==> src/rtl/ysyx_24110015_mdu_if.sv <==
// Request/response bundle of the RV32M multiply/divide unit.
// The master side issues operations; the slave side (the MDU) returns tagged results.
interface ysyx_24110015_mdu_if #(
  parameter int unsigned XLEN  = 32,
  parameter int unsigned TAG_W = 5
);
  logic             in_valid;
  logic             in_ready;
  logic [2:0]       func3;
  logic [XLEN-1:0]  src1;
  logic [XLEN-1:0]  src2;
  logic [TAG_W-1:0] tag_i;
  logic             out_valid;
  logic             out_ready;
  logic [XLEN-1:0]  result;
  logic [TAG_W-1:0] tag_o;

  modport master (
    output in_valid, func3, src1, src2, tag_i, out_ready,
    input  in_ready, out_valid, result, tag_o
  );

  modport slave (
    input  in_valid, func3, src1, src2, tag_i, out_ready,
    output in_ready, out_valid, result, tag_o
  );
endinterface

==> src/rtl/ysyx_24110015_mdu.sv <==
// Iterative RV32M multiply/divide unit: shift-add multiply, restoring divide, one bit per cycle.
// Define YSYX_24110015_MDU_FAST_MUL_EN to make all multiplies single-cycle (divide unchanged).
module ysyx_24110015_mdu #(
  parameter int unsigned XLEN  = 32,
  parameter int unsigned TAG_W = 5
) (
  input  logic               clk,
  input  logic               rst,
  input  logic               flush,
  output logic               busy,
  ysyx_24110015_mdu_if.slave bus
);

  localparam int unsigned W2    = 2 * XLEN;
  localparam int unsigned CNT_W = $clog2(XLEN + 1);

  typedef enum logic [1:0] {
    IDLE = 2'd0,
    CALC = 2'd1,
    DONE = 2'd2
  } state_e;

  state_e           state_q, state_d;
  logic [CNT_W-1:0] cnt_q, cnt_d;
  logic [W2-1:0]    acc_q, acc_d;
  logic [XLEN-1:0]  opb_q, opb_d;
  logic [2:0]       f3_q, f3_d;
  logic             neg_quo_q, neg_quo_d;
  logic             neg_rem_q, neg_rem_d;
  logic [TAG_W-1:0] tag_q, tag_d;
  logic [XLEN-1:0]  result_q, result_d;
  logic             out_valid_q, out_valid_d;
  logic             in_ready_q, in_ready_d;
  logic             busy_q, busy_d;

  logic             accept_c, sgn1_c, sgn2_c, neg1_c, neg2_c, div0_c, ovf_c;
  logic [XLEN-1:0]  mag1_c, mag2_c, special_c;

  // Request decode: operand signedness, magnitudes and the two shortcut cases
  always_comb begin
    accept_c  = bus.in_valid & in_ready_q & ~flush;
    sgn1_c    = bus.func3[2] ? ~bus.func3[0] : (bus.func3[1:0] != 2'b11);
    sgn2_c    = bus.func3[2] ? ~bus.func3[0] : ~bus.func3[1];
    neg1_c    = sgn1_c & bus.src1[XLEN-1];
    neg2_c    = sgn2_c & bus.src2[XLEN-1];
    mag1_c    = neg1_c ? -bus.src1 : bus.src1;
    mag2_c    = neg2_c ? -bus.src2 : bus.src2;
    div0_c    = bus.func3[2] & (bus.src2 == '0);
    ovf_c     = bus.func3[2] & ~bus.func3[0]
              & (bus.src1 == {1'b1, {(XLEN-1){1'b0}}}) & (bus.src2 == '1);
    if (div0_c) begin
      special_c = bus.func3[1] ? bus.src1 : '1;
    end else begin
      special_c = bus.func3[1] ? '0 : bus.src1;
    end
  end

  logic [XLEN:0]   mul_sum_c, rem_sh_c, rem_sub_c;
  logic [W2-1:0]   step_c, full_c;
  logic [XLEN-1:0] quo_c, rem_c, final_c;

  // One iteration; acc holds {partial product, multiplier} or {remainder, dividend/quotient}
  always_comb begin
    mul_sum_c = {1'b0, acc_q[W2-1:XLEN]} + (acc_q[0] ? {1'b0, opb_q} : '0);
    rem_sh_c  = {acc_q[W2-1:XLEN], acc_q[XLEN-1]};
    rem_sub_c = rem_sh_c - {1'b0, opb_q};
    if (f3_q[2]) begin
      // no borrow out of the subtraction means the divisor fits
      if (!rem_sub_c[XLEN]) begin
        step_c = {rem_sub_c[XLEN-1:0], acc_q[XLEN-2:0], 1'b1};
      end else begin
        step_c = {rem_sh_c[XLEN-1:0], acc_q[XLEN-2:0], 1'b0};
      end
    end else begin
      step_c = {mul_sum_c, acc_q[XLEN-1:1]};
    end
    full_c = neg_quo_q ? -step_c : step_c;
    quo_c  = neg_quo_q ? -step_c[XLEN-1:0] : step_c[XLEN-1:0];
    rem_c  = neg_rem_q ? -step_c[W2-1:XLEN] : step_c[W2-1:XLEN];
    case (f3_q)
      3'b000:                 final_c = full_c[XLEN-1:0];
      3'b001, 3'b010, 3'b011: final_c = full_c[W2-1:XLEN];
      3'b100, 3'b101:         final_c = quo_c;
      default:                final_c = rem_c;
    endcase
  end

`ifdef YSYX_24110015_MDU_FAST_MUL_EN
  logic [W2-1:0]   fast_mag_c, fast_full_c;
  logic [XLEN-1:0] fast_res_c;

  // Single-cycle signed/unsigned multiply on the incoming operands
  always_comb begin
    fast_mag_c  = W2'(mag1_c) * W2'(mag2_c);
    fast_full_c = (neg1_c ^ neg2_c) ? -fast_mag_c : fast_mag_c;
    fast_res_c  = (bus.func3[1:0] == 2'b00) ? fast_full_c[XLEN-1:0] : fast_full_c[W2-1:XLEN];
  end
`endif

  // Control FSM and datapath register updates
  always_comb begin
    state_d     = state_q;
    cnt_d       = cnt_q;
    acc_d       = acc_q;
    opb_d       = opb_q;
    f3_d        = f3_q;
    neg_quo_d   = neg_quo_q;
    neg_rem_d   = neg_rem_q;
    tag_d       = tag_q;
    result_d    = result_q;
    out_valid_d = out_valid_q;

    if (flush) begin
      state_d     = IDLE;
      cnt_d       = '0;
      out_valid_d = 1'b0;
    end else begin
      case (state_q)
        IDLE: begin
          if (accept_c) begin
            f3_d      = bus.func3;
            tag_d     = bus.tag_i;
            acc_d     = {{XLEN{1'b0}}, mag1_c};
            opb_d     = mag2_c;
            neg_quo_d = neg1_c ^ neg2_c;
            neg_rem_d = neg1_c;
            if (div0_c || ovf_c) begin
              result_d    = special_c;
              out_valid_d = 1'b1;
              state_d     = DONE;
`ifdef YSYX_24110015_MDU_FAST_MUL_EN
            end else if (!bus.func3[2]) begin
              result_d    = fast_res_c;
              out_valid_d = 1'b1;
              state_d     = DONE;
`endif
            end else begin
              cnt_d   = CNT_W'(XLEN);
              state_d = CALC;
            end
          end
        end
        CALC: begin
          acc_d = step_c;
          if (cnt_q != '0) begin
            cnt_d = cnt_q - CNT_W'(1);
          end
          if (cnt_q == CNT_W'(1)) begin
            result_d    = final_c;
            out_valid_d = 1'b1;
            state_d     = DONE;
          end
        end
        DONE: begin
          if (bus.out_ready) begin
            out_valid_d = 1'b0;
            state_d     = IDLE;
          end
        end
        default: begin
          state_d     = IDLE;
          out_valid_d = 1'b0;
        end
      endcase
    end

    in_ready_d = (state_d == IDLE);
    busy_d     = (state_d != IDLE);
  end

  always_ff @(posedge clk or negedge rst) begin
    if (!rst) begin
      state_q     <= IDLE;
      cnt_q       <= '0;
      acc_q       <= '0;
      opb_q       <= '0;
      f3_q        <= '0;
      neg_quo_q   <= 1'b0;
      neg_rem_q   <= 1'b0;
      tag_q       <= '0;
      result_q    <= '0;
      out_valid_q <= 1'b0;
      in_ready_q  <= 1'b1;
      busy_q      <= 1'b0;
    end else begin
      state_q     <= state_d;
      cnt_q       <= cnt_d;
      acc_q       <= acc_d;
      opb_q       <= opb_d;
      f3_q        <= f3_d;
      neg_quo_q   <= neg_quo_d;
      neg_rem_q   <= neg_rem_d;
      tag_q       <= tag_d;
      result_q    <= result_d;
      out_valid_q <= out_valid_d;
      in_ready_q  <= in_ready_d;
      busy_q      <= busy_d;
    end
  end

  assign bus.in_ready  = in_ready_q;
  assign bus.out_valid = out_valid_q;
  assign bus.result    = result_q;
  assign bus.tag_o     = tag_q;
  assign busy          = busy_q;

endmodule

==> src/flat_wrapper.sv <==
// flat-port wrapper written by rule: the top's interface ports become plain ports
module ysyx_24110015_mdu_flat 
#(
  parameter int unsigned XLEN  = 32,
  parameter int unsigned TAG_W = 5
)
  (clk, rst, flush, busy, bus_in_valid, bus_func3, bus_src1, bus_src2, bus_tag_i, bus_out_ready, bus_in_ready, bus_out_valid, bus_result, bus_tag_o);
  ysyx_24110015_mdu_if #(.XLEN(XLEN), .TAG_W(TAG_W)) bus_i ();
  input  logic clk;
  input  logic rst;
  input  logic flush;
  output logic busy;
  input wire logic [$bits(bus_i.in_valid)-1:0] bus_in_valid;
  input wire logic [$bits(bus_i.func3)-1:0] bus_func3;
  input wire logic [$bits(bus_i.src1)-1:0] bus_src1;
  input wire logic [$bits(bus_i.src2)-1:0] bus_src2;
  input wire logic [$bits(bus_i.tag_i)-1:0] bus_tag_i;
  input wire logic [$bits(bus_i.out_ready)-1:0] bus_out_ready;
  output wire logic [$bits(bus_i.in_ready)-1:0] bus_in_ready;
  output wire logic [$bits(bus_i.out_valid)-1:0] bus_out_valid;
  output wire logic [$bits(bus_i.result)-1:0] bus_result;
  output wire logic [$bits(bus_i.tag_o)-1:0] bus_tag_o;
  assign bus_i.in_valid = bus_in_valid;
  assign bus_i.func3 = bus_func3;
  assign bus_i.src1 = bus_src1;
  assign bus_i.src2 = bus_src2;
  assign bus_i.tag_i = bus_tag_i;
  assign bus_i.out_ready = bus_out_ready;
  assign bus_in_ready = bus_i.in_ready;
  assign bus_out_valid = bus_i.out_valid;
  assign bus_result = bus_i.result;
  assign bus_tag_o = bus_i.tag_o;
  ysyx_24110015_mdu #(.XLEN(XLEN), .TAG_W(TAG_W)) u_core (.clk(clk), .rst(rst), .flush(flush), .busy(busy), .bus(bus_i));
endmodule
==> config.mk <==
export PLATFORM = sky130hd
export DESIGN_NAME = ysyx_24110015_mdu_flat
export DESIGN_NICKNAME = d
export VERILOG_FILES = /design/src/rtl/ysyx_24110015_mdu_if.sv /design/src/rtl/ysyx_24110015_mdu.sv /design/src/flat_wrapper.sv
export SDC_FILE = /design/constraint.sdc
export NUM_CORES = 1
export LEC_CHECK = 0
export CAP_MARGIN = 10
export CORE_ASPECT_RATIO = 1.2
export CORE_UTILIZATION = 55
export DETAILED_ROUTE_END_ITERATION = 6
export DONT_BUFFER_PORTS = 1
export GPL_ROUTABILITY_DRIVEN = 1
export HOLD_SLACK_MARGIN = 0.05
export PLACE_DENSITY = 0.7
export SLEW_MARGIN = 25
export SYNTH_ARGS = -nofsm -noshare
export SYNTH_HDL_FRONTEND = slang
export SYNTH_SLANG_ARGS = --single-unit
==> constraint.sdc <==
create_clock -name clk -period 7.9 [get_ports clk]
set_input_delay 1.58 -clock clk [delete_from_list [all_inputs] [get_ports clk]]
set_output_delay 1.58 -clock clk [all_outputs]
set_load 0.01 [all_outputs]
==> impl_metrics.ini, run 1 <==
[synth]
syn-cell-area_mm2 = 0.0162
syn_inst = 2193
synth-adder-area-share_pct = 5.80
synth-simple-area-share_pct = 23.6
yosysSeqAreaShare_pct = 23.1
syn_nets = 2343
async_flop_share_pct = 100
synth_xor_area_share_pct = 8.23
yosys_warnings = 0
synth_mux_area_share_pct = 2.83
syn_avg_cell_area_um2 = 7.37
synth_compound_gate_area_share_pct = 31.1
ys_ff_latch = 149
synth.distinct_cells = 104
synth_edf_count = 0
synth_top_family_by_area = compound AO/OA/AOI/OAI gates
synth_ff_type = dfrtp_1

[drt]
drt_wl_total_um = 64300
vias_per_cell = 6.87
drc_errors = 0
ant_nets = 0
drt-initial-drc-count = 1641
via_count = 17281
firstDrtPassIters = 7
wl_per_cell_um = 25.6

[min_path]
holdCritPathClass = flop to flop

[clock_tree]
clk_pin_slew_worst_paths_ns = 0.07
cts.path.max_buffers = 2
htree_levels = 4
cts_tree = built
clock_sinks = 149
clk-insertion-delay-late_ns = 0.46
cts_setup_buffers = 0
cts_made_buffers = 17
cts_resized = 0
root_buffer = clkbuf_16
hold_buffers = 0

[floorplanning]
die_h_um = 190
die_area_mm2 = 0.0301
io_pins = 117
die_x_um = 159
start_util_pct = 56.1
core_area_mm2 = 0.0288
rows = 68

[global_routing]
grt_max_degree = 150
grt.total_usage_pct = 43.6
grt_pass1_wl_um = 98000
grt_overflow = 0
grt_antenna_before_repair = 2
grt_pass1_vias = 16584

[final_layout]
ff_latch_area_mm2 = 0.00373
instances_no_fill = 2516
multi_input_comb_area_mm2 = 0.0116
drive_gt1_share_pct = 6.24
area_delta_synth_final_pct = 4.73
nNetsFinal = 2267
nFillCells = 2727

[sta]
relSlewSlack_pct = 17.9
setup_violations = 0
worst_slack_ns = 1.34
rsz0062_at_grt = false
tightest_slew_ns = 1.22
final.setup_skew_ns = 0.0133
period_needed_ns = 6.56
fmax_mhz = 152
finalSetupTns_ns = 0
fin_crit_sh_pct = 83.0
slew_viol_final = 0
hold_viol_final = 0

[pwr]
irDropWorstVdd_uv = 224
power_density_mw_per_mm2 = 530
leakage_nw = 6.92
p_total_w = 0.00897

[critical_path]
crit_path_max_fanout = 26
required_ns = 8.24
crit_type = flop to flop
cp-end-kind = flop
cp-start-kind = flop
cp.arrival_ns = 6.90

[place]
place_hpwl_um = 48900
port_buffers = 0
dp_worst_setup_slack_ns = 1.49
gp_congestion = 1.01
dp.cells = 2483

[status]
outcome = complete, no violations

[job]
maxCapViolCount = 0
stage by stage:
stage | cell area (um^2) | util (%) | hold slack, ns
detailed placement | 16400 | 56.8 | 0.488
floorplan | 16200 | - | 0.464
CTS | 16900 | 58.7 | 0.503
finish | 16900 | 58.7 | 0.501
global placement | 16400 | 56.7 | 0.483
global route | 16900 | 58.7 | 0.540
registers in the layout (all words and copies together), names as in the netlist:
register and count:
u_core.bus.tag_o 5, u_core.cnt_q 6, u_core.f3_q 3, u_core.bus.in_ready 1, u_core.state_q 2, u_core.acc_q 64, u_core.bus.result 32, u_core.neg_quo_q 1
u_core.opb_q 32, u_core.neg_rem_q 1, u_core.busy 1, u_core.bus.out_valid 1
synthesized netlist by cell type (14+ instances only):
cell	instances	area share (%)
nor4_1	23	0.89
nand2_1	268	6.2
a21oi_1	211	6.5
nand3_1	39	1.2
a22o_1	20	1.1
and2_1	45	1.7
buf_2	18	0.56
and3_1	14	0.54
inv_1	80	1.9
nor2_1	171	4.0
dfrtp_1	148	23
o21ai_0	218	6.7
or4_1	14	0.65
mux2_2	14	0.98
nand4_1	29	1.1
o41ai_1	16	0.87
nand2b_1	16	0.62
clkbuf_1	94	2.2
o211ai_1	32	1.5
a221oi_1	15	0.81
a211oi_1	27	1.3
o31ai_1	36	1.7
ha_1	71	5.5
xor2_1	56	3.0
or3_1	29	1.1
a21o_1	30	1.4
mux2i_1	30	1.9
nor3_1	66	2.0
a31oi_1	28	1.1
xnor2_1	96	5.2
cell usage in the layout, fill, tap and decap left out, types with 29 or more instances in the layout:
cell,n
a21o_1,30
a21oi_1,211
and2_1,45
buf_4,34
dfrtp_1,147
ha_1,71
inv_1,80
mux2i_1,30
nand2_1,266
nand3_1,39
nand4_1,29
nor2_1,170
nor3_1,66
o211ai_1,32
o21ai_0,217
o31ai_1,36
xnor2_1,96
xor2_1,56
cells by family after synthesis:
logic type               after synthesis
AO/OA/AOI/OAI                        781
XOR/XNOR                             152
adder cells (fa/ha/maj)               74
buffers and inverters                211
flip-flops                           149
multiplexers                          44
AND/OR/NAND/NOR                      782
path summary, 6_finish.rpt:
| path | from | to | slack [ns] | cells after the start |
|---|---|---|---|---|
| worst max-delay path | u_core.acc_q[46]$_DFFE_PN0P_ | u_core.bus.result[22]$_DFFE_PN0P_ | 1.34 | 21 |
| min in group asynchronous | rst | u_core.cnt_q[1]$_DFFE_PN0P_ | 0.82 | 0 |
| worst min register to register | u_core.opb_q[21]$_DFFE_PN0P_ | u_core.opb_q[21]$_DFFE_PN0P_ | 0.50 | 2 |
| worst min-delay path | u_core.opb_q[21]$_DFFE_PN0P_ | u_core.opb_q[21]$_DFFE_PN0P_ | 0.50 | 2 |
| max in group asynchronous | rst | u_core.bus.in_ready$_DFF_PN1_ | 6.85 | 0 |
| worst max register to register | u_core.acc_q[46]$_DFFE_PN0P_ | u_core.bus.result[22]$_DFFE_PN0P_ | 1.34 | 21 |
layer usage:
layer  routed length, um  up-vias  global-route usage (%)  part of all wire (%)
li1                    -     7922                       -                     -
met1               24600     8219                    51.5                    38
met2               29100      880                    68.4                    45
met3                4730      258                    7.81                   7.3
met4                5820        2                    36.5                   9.0
met5                  16        -                       0                 0.025
critical path: stages (launching register included):
cell and delay [ns]:
dfrtp_1 0.44, ha_1 0.52, nand2_1 0.15, nor4_4 0.33, o21ai_2 0.15, a2111oi_4 0.48
o21a_2 0.56, nor3_2 0.09, buf_4 0.20, a21oi_1 0.21, ha_1 0.24, o2111ai_1 0.21
nor4_1 0.33, nand3_1 0.13, or3_1 0.40, nor2_1 0.40, o211ai_1 0.23, or2_0 0.44
o31ai_1 0.38, xnor2_1 0.18, o32ai_1 0.09, mux2_2 0.29
layout make-up:
type                       instances  share of cell area (%)
sequential                       149                    22.1
inverter                          81                    1.80
timing repair buffer              35                    1.54
tap                              385                    2.85
antenna                            1                  0.0148
clock inverter                    15                   0.791
multi-input combinational       1833                    68.5
clock buffer                      17                    2.51
where the power goes:
| part | switching (W) | internal (W) |
|---|---|---|
| registers | 0.000464 | 0.00109 |
| clock network | 0.000416 | 0.000417 |
| logic | 0.00436 | 0.00223 |
| total | 0.00524 | 0.00374 |
Power figures use the tool's default switching activity.
==> run 2, diff against run 1 <==
==> constraint.sdc (replaced) <==
create_clock -name clk -period 6.8 [get_ports clk]
set_input_delay 1.36 -clock clk [delete_from_list [all_inputs] [get_ports clk]]
set_output_delay 1.36 -clock clk [all_outputs]
set_load 0.01 [all_outputs]
==> run 2 against run 1 <==
  * Critical path depth shrank 3
  * Wire length increased by 2.4%
  * Critical endpoint is now u_core.bus.result[31]$_DFFE_PN0P_
  * Register-to-register slack worse by 0.52 ns
  * Largest cell class unchanged
==> impl_metrics.ini, run 2 (synthesized netlist as in run 1, its figures left out) <==
[critical_path]
crit_slowest_cell = o21ai_1
crit_path_max_fanout = 11
cp_num_buf_inv = 3
required_ns = 7.13
cp_top_family = compound AO/OA/AOI/OAI gates
slowest_delay_ns = 0.68
cp-start-kind = flop
crit_chain = inv_1, ha_1, inv_1, fa_1, a211o_1, and3_4, o21ai_2, a2111oi_4, o21ai_1, nand2_1, buf_4, a311oi_2, nand3_1, nand2b_1, or3_1, o21ai_1, nand3_1, a221o_1
cp.arrival_ns = 6.31
cp-end-kind = flop
crit_type = flop to flop

[sta]
hold_viol_final = 0
final.setup_skew_ns = 0.00856
relSlewSlack_pct = 26.7
fin_crit_sh_pct = 87.9
setup_violations = 0
hold_ws_ns = 0.510
finalSetupTns_ns = 0
fmax_mhz = 167
rsz0062_at_grt = false
tightest_slew_ns = 1.07
period_needed_ns = 5.98
slew_viol_final = 0

[clock_tree]
clk_pin_slew_worst_paths_ns = 0.07
hold_buffers = 0
clk-insertion-delay-late_ns = 0.45
clock_sinks = 149
cts_setup_buffers = 0
cts_tree = built
root_buffer = clkbuf_16
cts.path.max_buffers = 2
htree_levels = 4
cts_made_buffers = 17
cts_resized = 0

[pwr]
swShare_pct = 57.9
power.share.clock_pct = 9.6
power_density_mw_per_mm2 = 626
power_frac_seq_pct = 16.9
p_int_w = 0.00451
irDropWorstVdd_uv = 270
p_comb_share_pct = 73.5
leakage_nw = 7.02
power.switching_w = 0.00620

[final_layout]
nFillCells = 2711
drive_gt1_share_pct = 6.99
nNetsFinal = 2283
area_delta_synth_final_pct = 5.90
layout_commonest_cell = nand2_1
postLayoutCellArea_mm2 = 0.0171
largest_reg_flops = 64
layout.cells.most_common_list = nand2_1 (266), o21ai_0 (218), a21oi_1 (211)
largest_register = u_core.acc_q

[floorplanning]
die_h_um = 190
core_area_mm2 = 0.0288
io_pins = 117
die_x_um = 159
start_util_pct = 56.1
die_area_mm2 = 0.0301
rows = 68

[place]
port_buffers = 0
place_area_mm2 = 0.0165
gp_congestion = 1.06
place_hpwl_um = 49600

[min_path]
holdCritPathClass = flop to flop

[global_routing]
grt_pass1_vias = 16919
grt_antenna_before_repair = 1
grt_max_degree = 150
grt_pass1_wl_um = 100000
grt.total_usage_pct = 44.5
grt_overflow = 0

[drt]
ant_nets = 0
drt-initial-drc-count = 1843
wl_per_cell_um = 26.0
firstDrtPassIters = 7
vias_per_cell = 6.96
via_count = 17642
drt_wl_total_um = 65900
drc_errors = 0

[job]
maxCapViolCount = 0

[status]
outcome = complete, no violations
run 2: tightest hold or removal path, cell delays in order, from the launching register on:
cell and delay (ns):
dfrtp_1 0.36, nand2_1 0.05, o21ai_0 0.06
run 2: final timing paths:
kind | start | to | slack [ns] | cells past startpoint
setup / recovery | u_core.acc_q[31]$_DFFE_PN0P_ | u_core.bus.result[31]$_DFFE_PN0P_ | 0.82 | 18
hold / removal | u_core.opb_q[25]$_DFFE_PN0P_ | u_core.opb_q[25]$_DFFE_PN0P_ | 0.51 | 2
setup reg to reg | u_core.acc_q[31]$_DFFE_PN0P_ | u_core.bus.result[31]$_DFFE_PN0P_ | 0.82 | 18
hold reg to reg | u_core.opb_q[25]$_DFFE_PN0P_ | u_core.opb_q[25]$_DFFE_PN0P_ | 0.51 | 2
max in group asynchronous | rst | u_core.bus.in_ready$_DFF_PN1_ | 5.99 | 0
min in group asynchronous | rst | u_core.cnt_q[0]$_DFFE_PN0P_ | 0.60 | 0
run 2: cell type report:
type	count	area [um^2]	share of cell area, %
Clock buffer	17	425	2.48
Clock inverter	15	191	1.12
Timing Repair Buffer	51	383	2.24
Antenna cell	2	5.00	0.0292
Inverter	81	304	1.78
Sequential cell	149	3730	21.8
Tap cell	385	482	2.81
Multi-Input combinational cell	1833	11600	67.7
run 2: layer usage:
metal | vias up | GRT usage, % | routed length, um
li1 | 7980 | - | -
met1 | 8393 | 51.1 | 24600
met2 | 970 | 69.6 | 29500
met3 | 299 | 9.91 | 5520
met4 | 0 | 38.0 | 6170
met5 | - | 0 | 0
run 2: stage by stage:
stage	util, %	setup WS [ns]	std cells	power [W]
final	59.4	0.822	2533	0.0107
after global routing	59.3	0.443	2531	0.0113
after CTS	59.3	0.954	2531	0.0104
after detailed placement	57.2	0.988	2499	0.00933
after global placement	57.2	1.06	2499	0.00926
after floorplan	-	1.57	2193	0.00703
run 2: power by group through the flow:
stage / registers, W / clock network (W) / logic, W
floorplan: 0.00159 / 0 / 0.00544
global placement: 0.00178 / 0 / 0.00748
finish: 0.00181 / 0.00103 / 0.00787
detailed placement: 0.00180 / 0 / 0.00753
global route: 0.00184 / 0.00107 / 0.00840
CTS: 0.00179 / 0.00103 / 0.00759
